## src/rtl/hex_word_parser_pkg.sv

```systemverilog
// Shared definitions for the ASCII hex word parser: delimiter codes,
// parser state encoding and character classification / decode helpers.
package hex_word_parser_pkg;

    localparam logic [7:0] ASCII_LF    = 8'h0A;
    localparam logic [7:0] ASCII_CR    = 8'h0D;
    localparam logic [7:0] ASCII_SPACE = 8'h20;
    localparam logic [7:0] ASCII_COMMA = 8'h2C;

    typedef enum logic [1:0] {
        ST_IDLE    = 2'd0,
        ST_ACCUM   = 2'd1,
        ST_DISCARD = 2'd2
    } state_e;

    function automatic logic ascii_is_delim(input logic [7:0] c);
        return (c == ASCII_LF) || (c == ASCII_CR) ||
               (c == ASCII_SPACE) || (c == ASCII_COMMA);
    endfunction

    function automatic logic ascii_is_hex(input logic [7:0] c);
        return ((c >= 8'h30) && (c <= 8'h39)) ||
               ((c >= 8'h41) && (c <= 8'h46)) ||
               ((c >= 8'h61) && (c <= 8'h66));
    endfunction

    // Only meaningful when ascii_is_hex(c) is true.
    function automatic logic [3:0] ascii_to_nibble(input logic [7:0] c);
        logic [7:0] v;
        v = 8'h00;
        if (c <= 8'h39)      v = c - 8'h30;
        else if (c <= 8'h46) v = c - 8'h37;
        else                 v = c - 8'h57;
        return v[3:0];
    endfunction

endpackage

```

## src/rtl/hex_word_parser_sync_fifo.sv

```systemverilog
// Synchronous FIFO with power-of-two depth; a push into a full FIFO is
// accepted only when a pop happens in the same cycle.
module sync_fifo #(
    parameter int WIDTH = 32,
    parameter int DEPTH = 4
) (
    input  logic             clk,
    input  logic             rst,
    input  logic             push_i,
    input  logic [WIDTH-1:0] push_data_i,
    input  logic             pop_i,
    output logic [WIDTH-1:0] pop_data_o,
    output logic             full_o,
    output logic             empty_o
);

    localparam int AW = (DEPTH > 1) ? $clog2(DEPTH) : 1;

    logic [WIDTH-1:0] mem_q [DEPTH];
    logic [AW-1:0]    wr_ptr_q;
    logic [AW-1:0]    rd_ptr_q;
    logic [AW:0]      count_q;
    logic             do_push;
    logic             do_pop;

    assign empty_o    = (count_q == '0);
    assign full_o     = (count_q == (AW+1)'(DEPTH));
    assign do_pop     = pop_i && !empty_o;
    assign do_push    = push_i && (!full_o || do_pop);
    assign pop_data_o = mem_q[rd_ptr_q];

    always_ff @(posedge clk) begin
        if (do_push) begin
            mem_q[wr_ptr_q] <= push_data_i;
        end
    end

    always_ff @(posedge clk) begin
        if (rst) begin
            wr_ptr_q <= '0;
            rd_ptr_q <= '0;
            count_q  <= '0;
        end else begin
            if (do_push) wr_ptr_q <= wr_ptr_q + AW'(1);
            if (do_pop)  rd_ptr_q <= rd_ptr_q + AW'(1);
            case ({do_push, do_pop})
                2'b10:   count_q <= count_q + (AW+1)'(1);
                2'b01:   count_q <= count_q - (AW+1)'(1);
                default: count_q <= count_q;
            endcase
        end
    end

endmodule

```

## src/rtl/hex_word_parser.sv

```systemverilog
// Parses delimited ASCII hex digits from a byte stream into WIDTH-bit words
// and queues them in a small output FIFO.
//
// state      | meaning
// ST_IDLE    | no digits held, waiting for the first digit of a word
// ST_ACCUM   | 1..MAXD digits held in the accumulator
// ST_DISCARD | bad word in progress, skipping to the next delimiter
module hex_word_parser
    import hex_word_parser_pkg::*;
#(
    parameter int WIDTH     = 32,
    parameter int LSN_FIRST = 1,
    parameter int DEPTH     = 4
) (
    input  logic             clk,
    input  logic             rst,
    input  logic [7:0]       rx_data,
    input  logic             rx_valid,
    output logic [WIDTH-1:0] word_data,
    output logic             word_valid,
    input  logic             word_ready,
    output logic             err_char,
    output logic             err_overflow,
    output logic             dropped,
    output logic             busy
);

    localparam int MAXD = WIDTH / 4;
    localparam int CW   = $clog2(MAXD + 1);

    state_e           state_q, state_d;
    logic [CW-1:0]    count_q, count_d;
    logic [WIDTH-1:0] accum_q, accum_d;
    logic             err_char_q, err_char_d;
    logic             err_ovf_q, err_ovf_d;
    logic             dropped_q, dropped_d;
    logic             push;
    logic             is_dig;
    logic             is_delim;
    logic [3:0]       nib;
    logic             fifo_full;
    logic             fifo_empty;

    assign is_dig   = ascii_is_hex(rx_data);
    assign is_delim = ascii_is_delim(rx_data);
    assign nib      = ascii_to_nibble(rx_data);

    always_comb begin
        state_d    = state_q;
        count_d    = count_q;
        accum_d    = accum_q;
        err_char_d = 1'b0;
        err_ovf_d  = 1'b0;
        push       = 1'b0;
        if (rx_valid) begin
            case (state_q)
                ST_IDLE: begin
                    if (is_dig) begin
                        accum_d = WIDTH'(nib);
                        count_d = CW'(1);
                        state_d = ST_ACCUM;
                    end else if (!is_delim) begin
                        err_char_d = 1'b1;
                        state_d    = ST_DISCARD;
                    end
                end
                ST_ACCUM: begin
                    if (is_dig) begin
                        if (count_q == CW'(MAXD)) begin
                            err_ovf_d = 1'b1;
                            count_d   = '0;
                            accum_d   = '0;
                            state_d   = ST_DISCARD;
                        end else begin
                            if (LSN_FIRST != 0)
                                accum_d = accum_q | (WIDTH'(nib) << {count_q, 2'b00});
                            else
                                accum_d = (accum_q << 4) | WIDTH'(nib);
                            count_d = count_q + CW'(1);
                        end
                    end else if (is_delim) begin
                        push    = 1'b1;
                        count_d = '0;
                        state_d = ST_IDLE;
                    end else begin
                        err_char_d = 1'b1;
                        count_d    = '0;
                        accum_d    = '0;
                        state_d    = ST_DISCARD;
                    end
                end
                ST_DISCARD: begin
                    if (is_delim) state_d = ST_IDLE;
                end
                default: state_d = ST_IDLE;
            endcase
        end
    end

    // A full FIFO only frees a slot this cycle if the consumer pops.
    assign dropped_d = push && fifo_full && !word_ready;

    always_ff @(posedge clk) begin
        if (rst) begin
            state_q    <= ST_IDLE;
            count_q    <= '0;
            accum_q    <= '0;
            err_char_q <= 1'b0;
            err_ovf_q  <= 1'b0;
            dropped_q  <= 1'b0;
        end else begin
            state_q    <= state_d;
            count_q    <= count_d;
            accum_q    <= accum_d;
            err_char_q <= err_char_d;
            err_ovf_q  <= err_ovf_d;
            dropped_q  <= dropped_d;
        end
    end

    sync_fifo #(
        .WIDTH(WIDTH),
        .DEPTH(DEPTH)
    ) u_fifo (
        .clk        (clk),
        .rst        (rst),
        .push_i     (push),
        .push_data_i(accum_q),
        .pop_i      (word_ready),
        .pop_data_o (word_data),
        .full_o     (fifo_full),
        .empty_o    (fifo_empty)
    );

    assign word_valid   = !fifo_empty;
    assign err_char     = err_char_q;
    assign err_overflow = err_ovf_q;
    assign dropped      = dropped_q;
    assign busy         = (state_q != ST_IDLE);

endmodule

```

## config.mk

```make
export PLATFORM = sky130hd
export DESIGN_NAME = hex_word_parser
export DESIGN_NICKNAME = d
export VERILOG_FILES = /design/src/rtl/hex_word_parser_pkg.sv /design/src/rtl/hex_word_parser_sync_fifo.sv /design/src/rtl/hex_word_parser.sv
export SDC_FILE = /design/constraint.sdc
export NUM_CORES = 1
export LEC_CHECK = 0
export BUFFER_PORTS_ARGS = -buffer_cell sky130_fd_sc_hd__buf_2
export CORE_MARGIN = 4
export CORE_UTILIZATION = 45
export DETAILED_ROUTE_END_ITERATION = 8
export HOLD_SLACK_MARGIN = 0.02
export PLACE_DENSITY = 0.76
export SLEW_MARGIN = 25
export SYNTH_ARGS = -nofsm -noshare
export SYNTH_HDL_FRONTEND = slang
export SYNTH_SLANG_ARGS = --single-unit
```

## constraint.sdc

```tcl
create_clock -name clk -period 3.2 [get_ports clk]
set_input_delay 0.64 -clock clk [delete_from_list [all_inputs] [get_ports clk]]
set_output_delay 0.64 -clock clk [all_outputs]
set_load 0.02 [all_outputs]
```

== Word level (Yosys, flattened, before mapping) ==
Memories as Yosys holds them, arrays and structs flattened. A register that Yosys moved wholly into a read port is not among the register bits.
Index checks and enable logic that the tools add are counted.

* Output and inout port bits: 37
* Input bits: 12
* Logic and storage cells: 101
* Memories kept: 1
* Memory bits (writable): 128
* Register bits after elaboration: 48

{| class="wikitable"
|+ Memory list
! name !! depth !! width !! rd ports !! clocked after Yosys merged registers in !! wr ports !! line !! source
|-
| u_fifo.mem_q || 4 || 32 || 1 || 1 || 1 || hex_word_parser_sync_fifo.sv:19 || <nowiki>logic [WIDTH-1:0] mem_q [DEPTH];</nowiki>
|}

* Bitwise operators: 5
* Magnitude comparators: 6
* Equality and inequality tests: 15
* Reductions and logical operators: 27
* Muxes and demuxes: 29
* Add/subtract/negate cells: 8
* Shifts and indexed selects: 1

{| class="wikitable"
|+ Operators with widths
! operator !! count
|-
| two-way mux 32 bit || 4
|-
| case mux 32 bit (2 select lines) || 1
|-
| bitwise OR 32 bit || 1
|-
| << shifter 4 x 6 -> 32 bit || 1
|-
| two-way mux 4 bit || 5
|-
| equality test 8 x 4 -> 1 bit, second input constant || 2
|-
| equality test 8 x 6 -> 1 bit, second input constant || 2
|-
| greater-or-equal comparator 8 x 7 -> 1 bit, second input constant || 2
|-
| <= comparator 8 x 7 -> 1 bit, second input constant || 2
|-
| two-way mux 2 bit || 8
|-
| != test 3 bit, second input constant || 3
|-
| greater-or-equal comparator 8 x 6 -> 1 bit, second input constant || 1
|-
| <= comparator 8 x 6 -> 1 bit, second input constant || 1
|-
| two-way mux 1 bit || 8
|-
| case mux 4 bit (2 select lines) || 1
|-
| AND reduction 4 bit || 2
|-
| OR reduction 4 bit || 2
|-
| subtractor 4 x 3 -> 4 bit, second input constant || 2
|-
| logical AND 1 bit || 7
|-
| logical OR 1 bit || 6
|-
| case mux 2 bit (3 select lines) || 1
|-
| case mux 3 bit (2 select lines) || 1
|-
| nonzero test 2 bit || 3
|-
| adder 2 x 1 -> 2 bit, second input constant || 2
|-
| other kinds (15) || 23
|}

== Longest topological paths before layout ==
* Word-level depth: 11
* Gate-level depth with buffers: 11
* Mapped depth without buffers: 11

== Hierarchy ==
A second synthesis with hierarchy kept.

* Cells, all modules: 447
* Area, all modules: 7048.0 sq um

{| class="wikitable"
|+ By module, submodules not included
! module !! seq. area each (sq um) !! instances !! cells each !! area an instance (sq um)
|-
| sync_fifo || 4023.9 || 1 || 226 || 5143.7
|-
| hex_word_parser || 820.8 || 1 || 221 || 1904.3
|}

== Worst setup path after synthesis ==
Ideal clock, no wire load.

* Path kind: input to register
* From: in rx_data[1]
* To: mem u_fifo.mem_q[1][0] (enable)
* Required time: 2.808 ns
* Buffers on the path: 1
* Setup time: 0.392 ns
* Path slack: 0.162 ns
* Arrival: 2.646 ns
* Stages on the path: 8
* Cell sequence: inv_1 -> ha_1 -> mux2_2 -> nand3_2 -> a211oi_4 -> and3_1 -> buf_4 -> and2_1

* Longest elaborated chain between the ends: 11
* Elaborated cells on any way between the ends: 25
* Classes of those cells: order compare: 6; eq/ne: 4; mux: 6; reduce/logical: 9

{| class="wikitable"
|+ Ends and longest elaborated chain
! element !! line !! source
|-
| start, declared || hex_word_parser.sv:17 || <nowiki>input logic [7:0] rx_data,</nowiki>
|-
| parallel branches: the longest is 5 deep, another holds greater-or-equal comparator 8 x 6 -> 1 bit || n/a ||
|-
| two-way mux 1 bit * || hex_word_parser.sv:68 || <nowiki>if (is_dig) begin</nowiki>
|-
| two-way mux 1 bit * || hex_word_parser.sv:56 || <nowiki>case (state_q)</nowiki>
|-
| two-way mux 1 bit * || hex_word_parser.sv:55 || <nowiki>if (rx_valid) begin</nowiki>
|-
| logical AND 1 bit * || hex_word_parser_sync_fifo.sv:29 || <nowiki>assign do_push = push_i && (!full_o || do_pop);</nowiki>
|-
| two-way mux 1 bit * || hex_word_parser_sync_fifo.sv:33 || <nowiki>if (do_push) begin</nowiki>
|-
| two-way mux 1 bit (implied by the code) * || hex_word_parser_sync_fifo.sv:34 || <nowiki>mem_q[wr_ptr_q] <= push_data_i;</nowiki>
|-
| end, declared || hex_word_parser_sync_fifo.sv:19 ||
|}

Every way passes the cells marked *.

== Final worst setup path ==
* From: in rx_data[1]
* To: mem u_fifo.mem_q[3][4] (enable)

The elaborated chain is that of the path after synthesis.

==> run summary <==
final setup fails: 0
clk_lat worst skew: 420 ps
Mapped Nets: 465
Post-Synthesis Cells: 441
worst hold path endpoint: state_q[1]$_SDFFE_PP0P_
Avg Vias per Cell: 5.436
power per cell area: 604.6 mW/mm2
worst hold path class: reg -> reg
max cap viols: 0
Worst R2R Setup Slack: 880 ps
Distinct cells, synth: 60
async set-reset flop share out of synthesis: 0
drt wl/cell: 17.91 um
root buf cell: clkbuf_16
worst path arrival time: 2700 ps
Ports: 49
Longest Clk Path Bufs: 2
Rows: 45
DR iter-0 viols: 228
WL final: 12950 um
hold buffer count at cts: 0
Die Wd: 133.2 um
Worst R2R Start: count_q[0]$_SDFFE_PP0P_
CTS tree: done
clk_skew: 5.674 ps
ys flop type: edfxtp_1
worst-path cell chain: buf_2, inv_1, ha_1, mux2_2, nand3_2, a211oi_4, buf_4, and3_1, and2_1, buf_12
Leak: 0.002985 uW
Final Hold Fails: 0
CTS Sinks: 178
# H-tree levels: 4
combinational power share: 0.109
gr usage total: 0.1552
# Post-CTS Setup Buffers: 0
Post-synth EDFFs: 128
Max Fclk: 386.8 MHz
first-pass GRT wire length: 21180 um
core area: 0.01526 mm2
Initial Util: 0.4620
via count: 3930
min Tclk post-route: 2585 ps
period utilization: 0.8078
mean post-synth cell area: 15.98 um2
worst-case vdd ir drop: 0.4436 mV
CP max stage delay: 350 ps
Max-Slew Margin vs Limit: 0.6311
RSZ-0062 raised after global routing: no
ANT cells: 0
CP Data Required Time: 3310 ps
GPL Wtd Cong: 0.8305
post-DP HPWL: 8203 um
ratio of cells with drive above 1 in the final layout: 0.2676
overall power: 4921 uW
Hold Startpoint: state_q[1]$_SDFFE_PP0P_
worst-path maximum fanout: 32
sequential group share of total power: 0.507
register area share after synthesis: 0.6873
Synth Register Bits: 178
DRC Markers: 0
status: finished clean
cells on worst reg2reg path: 7
Hold Path Cell Cnt: 2
Mapped Area: 0.007049 mm2
Final #Nets: 523
Layout Area Growth over Synthesis: 15.48%
initial antenna violation count: 0
Max Slew Vio Count: 0
drt first pass iters: 5
PostCTS Resize Cnt: 0
worst-margin pin slew: 550.4 ps
Net Sw Frac: 0.2300
clock buffer count from CTS: 17
ANT nets after route: 0
DIE HEIGHT: 133.2 um
yosys warns: 0
pin count of the biggest net entering global routing: 33
I/O Buffers: 48
Crit. End Element: flip-flop
critical path class: in -> reg
CP Launch Type: input port
Pint: 3790 uW
Sw Pwr: 1132 uW
gr ovfl total: 0
slowest CP cell: and3_1
Clock transition at path regs: 60 ps
clock power share: 0.384
Total Neg Setup Slack: 0 ps
Worst R2R End: accum_q[2]$_SDFFE_PP0P_
DIE AREA: 0.01773 mm2
number of global-route vias before repair: 3997
==> flip-flops by register name, indices dropped and copies added (netlist names), 2 cells and up, named ones only <==
name,count
u_fifo.wr_ptr_q,2
count_q,4
u_fifo.mem_q,128
u_fifo.count_q,3
state_q,2
u_fifo.rd_ptr_q,2
accum_q,32
==> logic make-up (layout without fill, tap and decap cells) <==
kind of cell    after synthesis  in the layout  synth area share
compound gates               69             69           0.07384
flops                       178            178            0.6873
mux                          38             38            0.1132
fa+ha+maj                    12             12           0.02236
xor+xnor                      4              4          0.004971
simple gates                112            112           0.08058
buf+inv                      28             99           0.01775
==> final cells by class <==
cell class,count,area [um2]
fill,1223,7118
sequential,178,4846
multi-input combinational,235,2079
clock buffer,20,436.7
timing repair buffer,56,362.8
tap,211,264.0
clock inverter,12,110.1
inverter,11,41.29
==> placed cells by master (no fill, tap or decap), drive strengths merged, types with 3 or more instances in the layout <==
cell,netlist,layout
o21ai,7,7
o21a,16,16
or3,3,3
clkbuf,7,20
mux4,32,32
xnor2,3,3
a311oi,5,5
and3,4,4
ha,11,11
dfxtp,50,50
a41oi,3,3
nand2,12,12
and2,6,6
a22o,3,3
nor2,48,48
mux2,5,5
a21oi,19,19
clkinv,0,7
inv,11,13
buf,10,56
a31oi,5,5
nor3,5,5
nand3,10,10
nor2b,6,6
edfxtp,128,128
nand4,3,3
==> worst max-delay path by stage <==
stage,to,depth (start not counted),start,slack [ps]
6_report,u_fifo.mem_q[3][4]$_DFFE_PP_,10,rx_data[1],610
5_1_grt,u_fifo.count_q[2]$_SDFFE_PP0P_,11,rx_data[0],440
4_1_cts,u_fifo.mem_q[0][2]$_DFFE_PP_,10,rx_data[1],630
3_5_place_dp,u_fifo.mem_q[2][5]$_DFFE_PP_,10,rx_data[1],210
3_3_place_gp,u_fifo.count_q[2]$_SDFFE_PP0P_,11,rx_data[0],290
2_1_floorplan,u_fifo.mem_q[1][0]$_DFFE_PP_,8,rx_data[1],160
==> Yosys cell counts (2+ instances only) <==
library cell  number  area (um2)
inv_1             11       41.29
nand2_1           12       45.04
a311oi_1           5       43.79
a31oi_1            4       25.02
and4_1             2       17.52
clkbuf_1           7       26.28
and2_1             6       37.54
mux2_4             3       45.04
or3_1              3       18.77
nand2b_1           2       12.51
o21ai_0            5       25.02
a41oi_1            2       17.52
nand4_1            3       18.77
ha_1              11       137.6
edfxtp_1         128        3844
buf_2              7       35.03
a22oi_1            2       15.01
or2_2              2       12.51
nor4_1             2       12.51
o21a_1            16       120.1
nor2b_1            6       37.54
nor3b_1            2       15.01
xnor2_1            3       26.28
a21oi_1           16       80.08
dfxtp_1           50        1001
a21oi_2            2       17.52
and3_1             4       25.02
nand3_1            9       45.04
mux4_2            32       720.7
nor2_1            48       180.2
nor3_1             4       20.02
mux2_2             2       22.52
a22o_1             3       26.28
==> metrics by stage <==
step / instances / cell area [um2] / setup WS [ps] / hold WS [ps] / util
after floorplan: 441 / 7049 / 162.2 / 460.5 / -
after global placement: 691 / 7594 / 295.0 / 474.9 / 0.4977
after detailed placement: 691 / 7594 / 214.7 / 496.3 / 0.4977
after CTS: 723 / 8140 / 633.5 / 503.9 / 0.5335
after global routing: 723 / 8140 / 439.2 / 524.7 / 0.5335
final: 723 / 8140 / 615.0 / 505.2 / 0.5335
==> power by group through the flow <==
stage	sequential [uW]	clock, uW	combinational [uW]
finish	2490	1890	535
CTS	2490	1920	552
floorplan	2530	0	421
detailed placement	2540	0	548
global route	2500	2040	591
global placement	2540	0	538
==> worst max-delay path, delay by kind of cell <==
kind                     cells  cell delay, ps
AND/OR/NAND/NOR              3             700
buffers and inverters        4             660
AO/OA/AOI/OAI                1             270
multiplexers                 1             180
adder cells (fa/ha/maj)      1             220
==> metal layers <==
metal,GRT usage,vias to the layer above,wire (um)
met5,0,-,0
met4,0.04743,0,214
met3,0.04872,18,682
met2,0.2523,115,6567
met1,0.2015,1972,5483
li1,-,1825,-
Power figures use the tool's default switching activity.
